File: config.mk
export PLATFORM = sky130hd
export DESIGN_NAME = ps2_key_decoder
export DESIGN_NICKNAME = d
export VERILOG_FILES = /design/src/rtl/ps2_key_decoder.sv
export SDC_FILE = /design/constraint.sdc
export NUM_CORES = 1
export LEC_CHECK = 0
export CORE_MARGIN = 4
export CORE_UTILIZATION = 37
export DETAILED_ROUTE_END_ITERATION = 12
export GPL_TIMING_DRIVEN = 0
export PLACE_DENSITY = 0.65
export SLEW_MARGIN = 20
export SYNTH_ARGS = -nofsm -noshare
export SYNTH_HDL_FRONTEND = slang
export SYNTH_SLANG_ARGS = --single-unit
File: constraint.sdc
create_clock -name CLOCK_50 -period 3.96 [get_ports CLOCK_50]
set_input_delay 0.594 -clock CLOCK_50 [delete_from_list [all_inputs] [get_ports CLOCK_50]]
set_output_delay 0.594 -clock CLOCK_50 [all_outputs]
set_load 0.03 [all_outputs]
File: src/rtl/ps2_key_decoder.sv
// PS/2 scancode stream to player direction command codes and start pulse.
// Handles E0/F0 prefixes, drops repeats and reversals per player.
module ps2_key_decoder #(
    parameter int         TIMEOUT_CYCLES = 1000000,
    parameter logic [4:0] IDLE_CODE      = 5'd31
) (
    input  logic       CLOCK_50,
    input  logic       reset,
    input  logic [7:0] ps2_byte,
    input  logic       ps2_byte_valid,
    input  logic       enable,
    output logic [4:0] KEY_PRESSED,
    output logic       key_valid,
    output logic       start_pulse,
    output logic [7:0] suppressed_count
);

    localparam int             CW   = $clog2(TIMEOUT_CYCLES + 1);
    localparam logic [CW-1:0]  TMAX = CW'(TIMEOUT_CYCLES - 1);

    typedef enum logic [1:0] {
        S_IDLE,
        S_EXT,
        S_BRK,
        S_EXT_BRK
    } state_t;

    state_t          r_state;
    state_t          w_state_nxt;
    logic [CW-1:0]   r_tcnt;
    logic            w_timeout;
    logic            w_dec;
    logic            w_dec_ext;
    logic            w_hit;
    logic            w_space;
    logic [1:0]      w_p;
    logic [1:0]      w_n;
    logic [1:0]      w_dp;
    logic            w_rev;
    logic            w_drop;
    logic            w_emit;
    logic            w_supp;
    logic [3:0][1:0] r_dir;

    always_ff @(posedge CLOCK_50 or posedge reset) begin
        if (reset) begin
            r_state <= S_IDLE;
        end else begin
            r_state <= w_state_nxt;
        end
    end

    always_comb begin
        w_state_nxt = r_state;
        w_dec       = 1'b0;
        w_dec_ext   = 1'b0;
        w_timeout   = (r_state != S_IDLE) && (r_tcnt == TMAX);
        if (ps2_byte_valid) begin
            unique case (r_state)
                S_IDLE: begin
                    if (ps2_byte == 8'hE0) begin
                        w_state_nxt = S_EXT;
                    end else if (ps2_byte == 8'hF0) begin
                        w_state_nxt = S_BRK;
                    end else begin
                        w_dec = 1'b1;
                    end
                end
                S_EXT: begin
                    if (ps2_byte == 8'hF0) begin
                        w_state_nxt = S_EXT_BRK;
                    end else if (ps2_byte != 8'hE0) begin
                        w_dec       = 1'b1;
                        w_dec_ext   = 1'b1;
                        w_state_nxt = S_IDLE;
                    end
                end
                S_BRK: begin
                    if (ps2_byte == 8'hE0) begin
                        w_state_nxt = S_EXT_BRK;
                    end else if (ps2_byte != 8'hF0) begin
                        w_state_nxt = S_IDLE;
                    end
                end
                S_EXT_BRK: begin
                    if (ps2_byte != 8'hF0) begin
                        w_state_nxt = S_IDLE;
                    end
                end
                default: w_state_nxt = S_IDLE;
            endcase
        end else if (w_timeout) begin
            w_state_nxt = S_IDLE;
        end
    end

    // Quiet-cycle counter only runs while a prefix is pending.
    always_ff @(posedge CLOCK_50 or posedge reset) begin
        if (reset) begin
            r_tcnt <= '0;
        end else if (ps2_byte_valid || r_state == S_IDLE || w_timeout) begin
            r_tcnt <= '0;
        end else begin
            r_tcnt <= r_tcnt + 1'b1;
        end
    end

    always_comb begin
        w_hit   = 1'b0;
        w_space = 1'b0;
        w_p     = 2'd0;
        w_n     = 2'd0;
        if (w_dec && w_dec_ext) begin
            case (ps2_byte)
                8'h75: begin w_hit = 1'b1; w_p = 2'd1; w_n = 2'd0; end
                8'h72: begin w_hit = 1'b1; w_p = 2'd1; w_n = 2'd1; end
                8'h6B: begin w_hit = 1'b1; w_p = 2'd1; w_n = 2'd2; end
                8'h74: begin w_hit = 1'b1; w_p = 2'd1; w_n = 2'd3; end
                default: ;
            endcase
        end else if (w_dec) begin
            case (ps2_byte)
                8'h1D: begin w_hit = 1'b1; w_p = 2'd0; w_n = 2'd0; end
                8'h1B: begin w_hit = 1'b1; w_p = 2'd0; w_n = 2'd1; end
                8'h1C: begin w_hit = 1'b1; w_p = 2'd0; w_n = 2'd2; end
                8'h23: begin w_hit = 1'b1; w_p = 2'd0; w_n = 2'd3; end
                8'h43: begin w_hit = 1'b1; w_p = 2'd2; w_n = 2'd0; end
                8'h42: begin w_hit = 1'b1; w_p = 2'd2; w_n = 2'd1; end
                8'h3B: begin w_hit = 1'b1; w_p = 2'd2; w_n = 2'd2; end
                8'h4B: begin w_hit = 1'b1; w_p = 2'd2; w_n = 2'd3; end
                8'h75: begin w_hit = 1'b1; w_p = 2'd3; w_n = 2'd0; end
                8'h73: begin w_hit = 1'b1; w_p = 2'd3; w_n = 2'd1; end
                8'h6B: begin w_hit = 1'b1; w_p = 2'd3; w_n = 2'd2; end
                8'h74: begin w_hit = 1'b1; w_p = 2'd3; w_n = 2'd3; end
                8'h29: w_space = 1'b1;
                default: ;
            endcase
        end
    end

    // Reversal: same axis (bit 1) but opposite sense (bit 0).
    assign w_dp   = r_dir[w_p];
    assign w_rev  = (w_n[1] == w_dp[1]) && (w_n[0] != w_dp[0]);
    assign w_drop = !enable || (w_n == w_dp) || w_rev;
    assign w_emit = w_hit && !w_drop;
    assign w_supp = w_hit && w_drop;

    always_ff @(posedge CLOCK_50 or posedge reset) begin
        if (reset) begin
            KEY_PRESSED      <= IDLE_CODE;
            key_valid        <= 1'b0;
            start_pulse      <= 1'b0;
            suppressed_count <= 8'd0;
            r_dir            <= {2'b11, 2'b10, 2'b01, 2'b00};
        end else begin
            KEY_PRESSED <= w_emit ? {1'b0, w_p, w_n} : IDLE_CODE;
            key_valid   <= w_emit;
            start_pulse <= w_space;
            if (w_supp && suppressed_count != 8'hFF) begin
                suppressed_count <= suppressed_count + 8'd1;
            end
            if (w_emit) begin
                r_dir[w_p] <= w_n;
            end
        end
    end

endmodule

After elaboration in Yosys (flattened, before gate mapping)
Index checks and enable logic that the tools add are counted.
{"block": "op_classes", "addsub": 2, "n_lt_le_gt_ge": 2, "eq_ne": 28, "mux": 39, "n_reduce_logical": 24}
{"op": "equality test 8 x 7 -> 1 bit (second input constant)", "count": 8}
{"op": "2-to-1 mux 2 bit", "count": 14}
{"op": "equality test 8 x 5 -> 1 bit (second input constant)", "count": 3}
{"op": "equality test 8 x 6 -> 1 bit (second input constant)", "count": 3}
{"op": "!= test 8 bit (second input constant)", "count": 3}
{"op": "adder 20 x 1 -> 20 bit (second input constant)", "count": 1}
{"op": "equality test 20 bit (second input constant)", "count": 1}
{"op": "2-to-1 mux 20 bit", "count": 1}
{"op": "equality test 8 bit (second input constant)", "count": 2}
{"op": "2-to-1 mux 1 bit", "count": 15}
{"op": "one-hot mux 2 bit (3 select lines)", "count": 2}
{"op": "OR reduction 12 bit", "count": 1}
{"op": "OR reduction 4 bit", "count": 3}
{"op": "OR reduction 3 bit", "count": 3}
{"op": "adder 8 x 1 -> 8 bit (second input constant)", "count": 1}
{"op": "bitwise mux 8 bit", "count": 1}
{"op": "!= test 4 bit (second input constant)", "count": 2}
{"op": "one-hot mux 2 bit (4 select lines)", "count": 1}
{"op": "logical AND 1 bit", "count": 7}
{"op": "2-to-1 mux 5 bit", "count": 1}
{"op": "binary-select mux 2 bit (select 2 bit)", "count": 1}
{"op": "demux 2 bit (select 2 bit)", "count": 1}
{"op": "equality test 2 bit (second input constant)", "count": 2}
{"op": "logical OR 1 bit", "count": 4}
{"op": "other kinds (12)", "count": 14}
{"block": "word_totals", "ff_bits": 45, "input_bits": 12, "out_inout_bits": 15, "elab_cells": 105}

Longest topological paths before layout
Gate-level depths: netlist of the first run.
{"block": "depth", "word_depth": 15, "mapped_depth": 10, "ltp_nobuf": 8}

Worst setup path after synthesis of the first run
Ideal clock, no wire load.
{"block": "synth_path", "kind": "input -> register", "start": "input ps2_byte[6]", "end": "register suppressed_count[1]", "setup_time_ns": 0.128, "arrival_time_ns": 2.883, "setup_slack_ns": 0.950, "path_stages": 10, "path_buffers": 2, "cell_sequence": "buf_2 nand4bb_1 or4_1 o211ai_1 a21oi_1 o2111a_1 nor4_4 buf_6 nand2_2 mux2_1"}
{"block": "synth_via", "elab_chain_len": 14}
{"element": "start, declared", "line_no": "9", "source": "input logic [7:0] ps2_byte,"}
{"element": "!= test 8 bit or equality test 8 bit (tied branches)", "line_no": "72, 63, 70"}
{"element": "2-to-1 mux 1 bit, on equally long branches", "line_no": "72, 63"}
{"element": "2-to-1 mux 1 bit, on equally long branches", "line_no": "70, 61"}
{"element": "one-hot mux 1 bit (2 select lines) or 2-to-1 mux 1 bit (tied branches)", "line_no": "59", "source": "unique case (r_state)"}
{"element": "2-to-1 mux 1 bit", "line_no": "58", "source": "if (ps2_byte_valid) begin"}
{"element": "2-to-1 mux 2 bit or logical AND 1 bit (tied branches)", "line_no": "121, 113"}
{"element": "2-to-1 mux 2 bit", "line_no": "113", "source": "if (w_dec && w_dec_ext) begin"}
{"element": "binary-select mux 2 bit (select 2 bit)", "line_no": "142", "source": "assign w_dp = r_dir[w_p];"}
{"element": "2-to-1 mux 2 bit (implied by the code)", "line_no": "142"}
{"element": "equality test 2 bit (tied with other cells)", "line_no": "144", "source": "assign w_drop = !enable || (w_n == w_dp) || w_rev;"}
{"element": "logical OR 1 bit or logical AND 1 bit (tied branches)", "line_no": "144, 143"}
{"element": "logical OR 1 bit", "line_no": "144"}
{"element": "logical AND 1 bit (*)", "line_no": "146", "source": "assign w_supp = w_hit && w_drop;"}
{"element": "logical AND 1 bit (*)", "line_no": "159", "source": "if (w_supp && suppressed_count != 8'hFF) begin"}
{"element": "end signal, assigned", "line_no": "160", "source": "suppressed_count <= suppressed_count + 8'd1;"}
{"element": "end, declared", "line_no": "15", "source": "output logic [7:0] suppressed_count"}
Every way passes the cells marked *; elsewhere a longest branch is shown, timed or not. The select of a mux whose other input is x is not followed.
A chain may end at the register's enable or synchronous reset.

Final worst setup path of the first run
{"block": "layout_path", "start": "input ps2_byte[2]", "end": "register suppressed_count[1]"}
The elaborated chain is that of the path after synthesis.

==> flow_metrics.py, run 1 <==
metrics = {
    "timing": {
        "clock_skew_ns": 0.00571,
        "setup_viol": 0,
        "hold_ws_ns": 0.492,
        "tns_ns": 0,
        "slew_headroom": 0.617,
        "min_period_over_period": 0.873,
        "maxSlewViolCount": 0,
        "rsz0062_at_grt": "no",
        "period_minus_slack_ns": 3.46,
        "tightest_slew_ns": 0.568,
        "hold_viol": 0,
        "max_freq_ghz": 0.289,
    },
    "die": {
        "initial_utilization": 0.385,
        "fp.dieW_um": 89.5,
        "coreArea_sq_um": 6390,
        "io_pins": 27,
        "rows": 29,
        "die_h_um": 89.5,
        "die_area_sq_um": 8010,
    },
    "yosys": {
        "ys_seq_elements": 41,
        "synth-edff-count": 0,
        "synthCells": 261,
        "avgSynthCellArea_sq_um": 9.42,
        "yosysUniqueCellTypes": 55,
        "synth_top_cell_area_share": 0.346,
        "ys_top_cells_by_area": "dfrtp_1 35%, dfstp_2 7.5%, nor2_1 5.3%",
        "synthesis.area_sq_um": 2460,
        "synth_area_leader_cell": "dfrtp_1",
        "synth_flop_cell": "dfrtp_1",
        "async_flop_share": 1.00,
        "synth-seq-area-share": 0.421,
        "yosys_warnings": 0,
        "synth_nets": 275,
    },
    "grt": {
        "grt.total_usage": 0.147,
        "use_met2": 0.241,
        "grt_pass1_wl_um": 9250,
        "met1_usage": 0.196,
        "grt_max_degree": 26,
        "first_global_vias": 2018,
        "grt_overflow": 0,
        "gr-usage-met3": 0.0286,
        "antenna_found_initial": 0,
        "top_usage_layer": "met2",
    },
    "layout": {
        "fin_area_sq_um": 2970,
        "drive_above_1_share": 0.115,
        "mostFrequentLayoutCell": "nor2_1",
        "diodes": 0,
        "areaGrowthSynthToFinish_pct": 20.7,
        "fin_nets": 308,
        "final_cell_mix": "35 x nor2_1, 34 x dfrtp_1, 25 x clkdlybuf4s50_1, 15 x xor2_1, 15 x nand2_1",
        "finalCoreUtilization": 0.464,
        "n_fill_cell": 606,
    },
    "setup_path": {
        "worstSetupPathType": "in -> reg",
        "reg2regPathDepth": 9,
        "worstPathRequired_ns": 4.14,
        "critPathLaunchType": "input pin",
        "arrival_ns": 3.64,
        "critPathCaptureType": "flip-flop",
        "worstReg2RegStart": "r_state[0]$_DFFE_PP0P_",
        "crit_fanout": 10,
        "cp-startpoint": "ps2_byte[2]",
    },
    "clock_tree": {
        "cts_hold_buf": 0,
        "cts_buffers": 5,
        "post_cts.repair.setup_buffers": 0,
        "h-tree-depth": 2,
        "cts_resized": 0,
        "clock-root-buffer": "clkbuf_8",
        "cts.sinks": 41,
        "clkTransAtPathRegs_ns": 0.08,
        "cts_tree": "built",
        "clk_latency_ns": 0.29,
        "cts_buffer_depth": 2,
    },
    "routing": {
        "num_vias": 1968,
        "via_per_inst": 5.29,
        "wirelength_um": 5200,
        "remaining_drc_errors": 0,
        "post_drt_wl_per_cell_um": 14.0,
        "drtIter0Drc": 130,
        "detail-route-antenna-nets": 0,
        "drt-pass1-iter-count": 4,
    },
    "pwr": {
        "p_per_area_nw_per_um2": 331,
        "cellLeakagePower_nw": 1.16,
        "report.power.total_w": 0.000982,
        "ir_worst_vdd_mv": 0.333,
    },
    "place": {
        "port_buffers": 25,
        "gp_congestion": 0.928,
        "dpl_cell_area_sq_um": 2830,
        "dp_hpwl_um": 3840,
    },
    "min_path": {
        "min_path_cells": 1,
        "hold_path_class": "reg -> reg",
        "holdCritStartpoint": "suppressed_count[6]$_DFFE_PP0P_",
    },
    "status": {
        "outcome": "finished, final reports clean",
    },
    "flow_run": {
        "maxCapViolations": 0,
    },
}
-- path summary, 6_finish.rpt --
check,end,slack (ns)
worst min-delay path,suppressed_count[6]$_DFFE_PP0P_,0.49
worst max register to register,suppressed_count[1]$_DFFE_PP0P_,1.29
max in group asynchronous,KEY_PRESSED[3]$_DFF_PP1_,2.83
worst max-delay path,suppressed_count[1]$_DFFE_PP0P_,0.50
min in group asynchronous,r_tcnt[9]$_DFF_PP0_,0.60
worst min register to register,suppressed_count[6]$_DFFE_PP0P_,0.49
-- final cells by class --
type	count	area, sq um	share of cell area
timing repair buffer	26	278	0.0937
buffer	10	51.3	0.0173
clock inverter	3	65.1	0.0219
inverter	11	41.3	0.0139
clock buffer	5	68.8	0.0232
sequential	41	1030	0.349
tap	77	96.3	0.0325
multi-input combinational	199	1330	0.449
-- worst max-delay path: stages --
cell	delay [ns]
clkdlybuf4s50_1	0.55
nand4bb_1	0.31
or4_1	0.59
o211ai_1	0.15
a21oi_1	0.15
o2111a_1	0.30
nor4_4	0.41
buf_6	0.19
nand2_2	0.07
mux2_1	0.32
-- registers in the layout (all words and copies together) (netlist names) --
name              count
key_valid             1
start_pulse           1
r_dir                 4
r_state               2
r_tcnt               20
KEY_PRESSED           5
suppressed_count      8
-- cell usage after synthesis, drive strengths merged (2+ instances only) --
library cell   n
a211oi         2
a21oi          4
a31oi          3
and2           2
and3          10
buf            6
clkbuf         4
dfrtp         34
dfstp          7
ha             2
inv           11
mux2           4
nand2         16
nand2b         3
nand3         14
nand3b         5
nand4          6
nand4b         3
nand4bb        2
nor2          35
nor3           8
nor4           5
nor4b          2
o211a          3
o211ai         3
o21a           2
o21ai          9
or2            3
or3            3
or3b           4
or4            5
xnor2         12
xor2          15
-- per-stage QoR --
step	instances	setup slack, ns
global placement	363	0.207
floorplan	261	0.950
CTS	372	0.504
detailed placement	364	0.190
global route	372	0.342
finish	372	0.504
-- where the power goes --
group,switching (W),internal [W]
Combinational,0.0000804,0.0000604
Sequential,0.0000139,0.000432
Clock,0.000146,0.000250
-- routing by layer --
layer	wire length (um)	share of wire
met1	2490	0.48
met2	2470	0.47
met3	183	0.035
met4	55	0.011
met5	0	0
-- logic make-up after synthesis --
group / synth area share
simple gates: 0.300
flops: 0.421
compound gates: 0.112
xor+xnor: 0.0962
buf+inv: 0.0377
mux: 0.0224
fa+ha+maj: 0.0102
(Power assumes the default switching activity.)
==> run 2: changes to the inputs <==
--- a/config.mk
+++ b/config.mk
@@ -10,6 +10,7 @@
 export DETAILED_ROUTE_END_ITERATION = 12
 export GPL_TIMING_DRIVEN = 0
 export PLACE_DENSITY = 0.65
+export SETUP_SLACK_MARGIN = 0.15
 export SLEW_MARGIN = 20
 export SYNTH_ARGS = -nofsm -noshare
 export SYNTH_HDL_FRONTEND = slang
==> results of run 2 <==
The final DEF is identical to that of run 1; final timing and power are the same.
==> run 3: changes to the inputs <==
--- a/config.mk
+++ b/config.mk
@@ -5,7 +5,7 @@
 export SDC_FILE = /design/constraint.sdc
 export NUM_CORES = 1
 export LEC_CHECK = 0
-export CORE_MARGIN = 4
+export CORE_MARGIN = 10
 export CORE_UTILIZATION = 37
 export DETAILED_ROUTE_END_ITERATION = 12
 export GPL_TIMING_DRIVEN = 0
==> flow_metrics.py, run 3 (synthesis gave the netlist of run 1 again) <==
metrics = {
    "die": {
        "die_h_um": 101,
        "rows": 29,
        "die_area_sq_um": 10300,
        "fp.dieW_um": 101,
        "coreArea_sq_um": 6390,
        "io_pins": 27,
        "initial_utilization": 0.385,
    },
    "routing": {
        "via_per_inst": 5.34,
        "wirelength_um": 5290,
        "post_drt_wl_per_cell_um": 14.2,
        "remaining_drc_errors": 0,
        "drt-pass1-iter-count": 6,
        "detail-route-antenna-nets": 0,
        "num_vias": 1988,
        "drtIter0Drc": 219,
    },
    "layout": {
        "fin_nets": 308,
        "largestRegisters": "r_tcnt: 20 flops, suppressed_count: 8 flops, KEY_PRESSED: 5 flops",
        "final_cell_mix": "35 x nor2_1, 34 x dfrtp_1, 25 x clkdlybuf4s50_1, 15 x xor2_1, 15 x nand2_1",
        "finalCoreUtilization": 0.460,
        "regMostFlops": "r_tcnt",
        "areaGrowthSynthToFinish_pct": 19.7,
        "largest_register_ffs": 20,
        "diodes": 0,
        "mostFrequentLayoutCell": "nor2_1",
        "drive_above_1_share": 0.112,
    },
    "timing": {
        "maxSlewViolCount": 0,
        "tns_ns": 0,
        "max_freq_ghz": 0.287,
        "slew_headroom": 0.617,
        "min_period_over_period": 0.881,
        "rsz0062_at_grt": "no",
        "clock_skew_ns": 0.00601,
        "tightest_slew_ns": 0.572,
        "hold_viol": 0,
        "period_minus_slack_ns": 3.49,
        "setup_viol": 0,
    },
    "setup_path": {
        "rrSetupSlack_ns": 1.28,
        "crit_family": "simple AND/OR/NAND/NOR gates",
        "worstReg2RegStart": "r_state[0]$_DFFE_PP0P_",
        "cp_cell_sequence": "clkdlybuf4s50_1 > nand4bb_1 > or4_1 > o211ai_1 > a21oi_1 > o2111a_1 > nor4_4 > buf_6 > nand2_2 > mux2_1",
        "r2r_end": "suppressed_count[1]$_DFFE_PP0P_",
        "worstPathRequired_ns": 4.14,
        "critPathLaunchType": "input pin",
        "critPathCaptureType": "flip-flop",
        "worstSetupPathType": "in -> reg",
        "arrival_ns": 3.67,
        "crit_fanout": 10,
        "worst_path_max_delay_cell": "or4_1",
        "cp_num_buf_inv": 2,
        "max_stage_delay_ns": 0.59,
        "reg2regPathDepth": 9,
    },
    "pwr": {
        "p_sw_w": 0.000237,
        "p_per_area_nw_per_um2": 318,
        "cellLeakagePower_nw": 1.15,
        "seqPwrFrac": 0.478,
        "switching_share": 0.254,
        "pwr-share-comb": 0.149,
        "pwr-share-clk": 0.373,
        "ir_worst_vdd_mv": 0.335,
        "p_int_w": 0.000697,
    },
    "grt": {
        "grt_overflow": 0,
        "grt_max_degree": 29,
        "grt_pass1_wl_um": 9400,
        "first_global_vias": 1983,
        "antenna_found_initial": 0,
        "grt.total_usage": 0.110,
    },
    "clock_tree": {
        "h-tree-depth": 2,
        "post_cts.repair.setup_buffers": 0,
        "cts_resized": 0,
        "cts_hold_buf": 0,
        "cts_buffer_depth": 2,
        "clk_latency_ns": 0.30,
        "cts_buffers": 5,
        "cts.sinks": 41,
        "cts_tree": "built",
        "clock-root-buffer": "clkbuf_8",
        "clkTransAtPathRegs_ns": 0.07,
    },
    "place": {
        "port_buffers": 25,
        "dp_hpwl_um": 3990,
        "gp_congestion": 0.911,
    },
    "flow_run": {
        "maxCapViolations": 0,
    },
    "min_path": {
        "holdCritStartpoint": "suppressed_count[6]$_DFFE_PP0P_",
        "min_path_cells": 1,
        "holdPathEnd": "suppressed_count[6]$_DFFE_PP0P_",
        "hold_path_class": "reg -> reg",
    },
    "status": {
        "outcome": "finished, final reports clean",
    },
}
run 3: cell count changes in the layout (fill, tap and decap cells not counted), sizes merged:
cell,change
clkbuf,+2
bufinv,-1
clkinv,-1
run 3: cell type report:
class,count,area (sq um)
plain buffers,10,51.3
repair buffers,26,270
clock buffers,7,86.3
inverters,11,41.3
multi-input cells,199,1330
flip-flops and latches,41,1030
fillers,621,3450
clock inverters,1,30.0
well taps,77,96.3
run 3: power groups by stage:
| stage | combinational (W) | clock, W | sequential (W) |
|---|---|---|---|
| finish | 0.000139 | 0.000349 | 0.000446 |
| global route | 0.000154 | 0.000379 | 0.000449 |
| CTS | 0.000141 | 0.000358 | 0.000446 |
| detailed placement | 0.000140 | 0 | 0.000454 |
| global placement | 0.000137 | 0 | 0.000454 |
| floorplan | 0.0000709 | 0 | 0.000470 |
run 3: worst max-delay path by stage:
| stage | startpoint | endpoint | slack, ns | depth (start not counted) |
|---|---|---|---|---|
| 6_report | ps2_byte[2] | suppressed_count[1]$_DFFE_PP0P_ | 0.47 | 10 |
| 5_1_grt | ps2_byte[2] | suppressed_count[1]$_DFFE_PP0P_ | 0.28 | 10 |
| 4_1_cts | ps2_byte[2] | suppressed_count[1]$_DFFE_PP0P_ | 0.51 | 10 |
| 3_5_place_dp | ps2_byte[2] | suppressed_count[1]$_DFFE_PP0P_ | 0.19 | 10 |
| 3_3_place_gp | ps2_byte[2] | suppressed_count[1]$_DFFE_PP0P_ | 0.20 | 10 |
| 2_1_floorplan | ps2_byte[6] | suppressed_count[1]$_DFFE_PP0P_ | 0.95 | 10 |
run 3: through the flow:
step                cell area [sq um]  hold WS, ns  total power [W]  instances  setup WS (ns)
detailed placement               2820        0.486         0.000594        364          0.193
finish                           2940        0.497         0.000934        372          0.473
global placement                 2800        0.479         0.000591        363          0.204
floorplan                        2460        0.449         0.000541        261          0.950
CTS                              2940        0.504         0.000945        372          0.506
global route                     2940        0.530         0.000982        372          0.282
run 3: routing by layer:
metal  track usage  vias to the layer above  share of wire
li1              -                     1005              -
met1         0.148                      937           0.47
met2         0.168                       37           0.47
met3        0.0265                        9          0.050
met4        0.0375                        0         0.0096
met5             0                        -              0
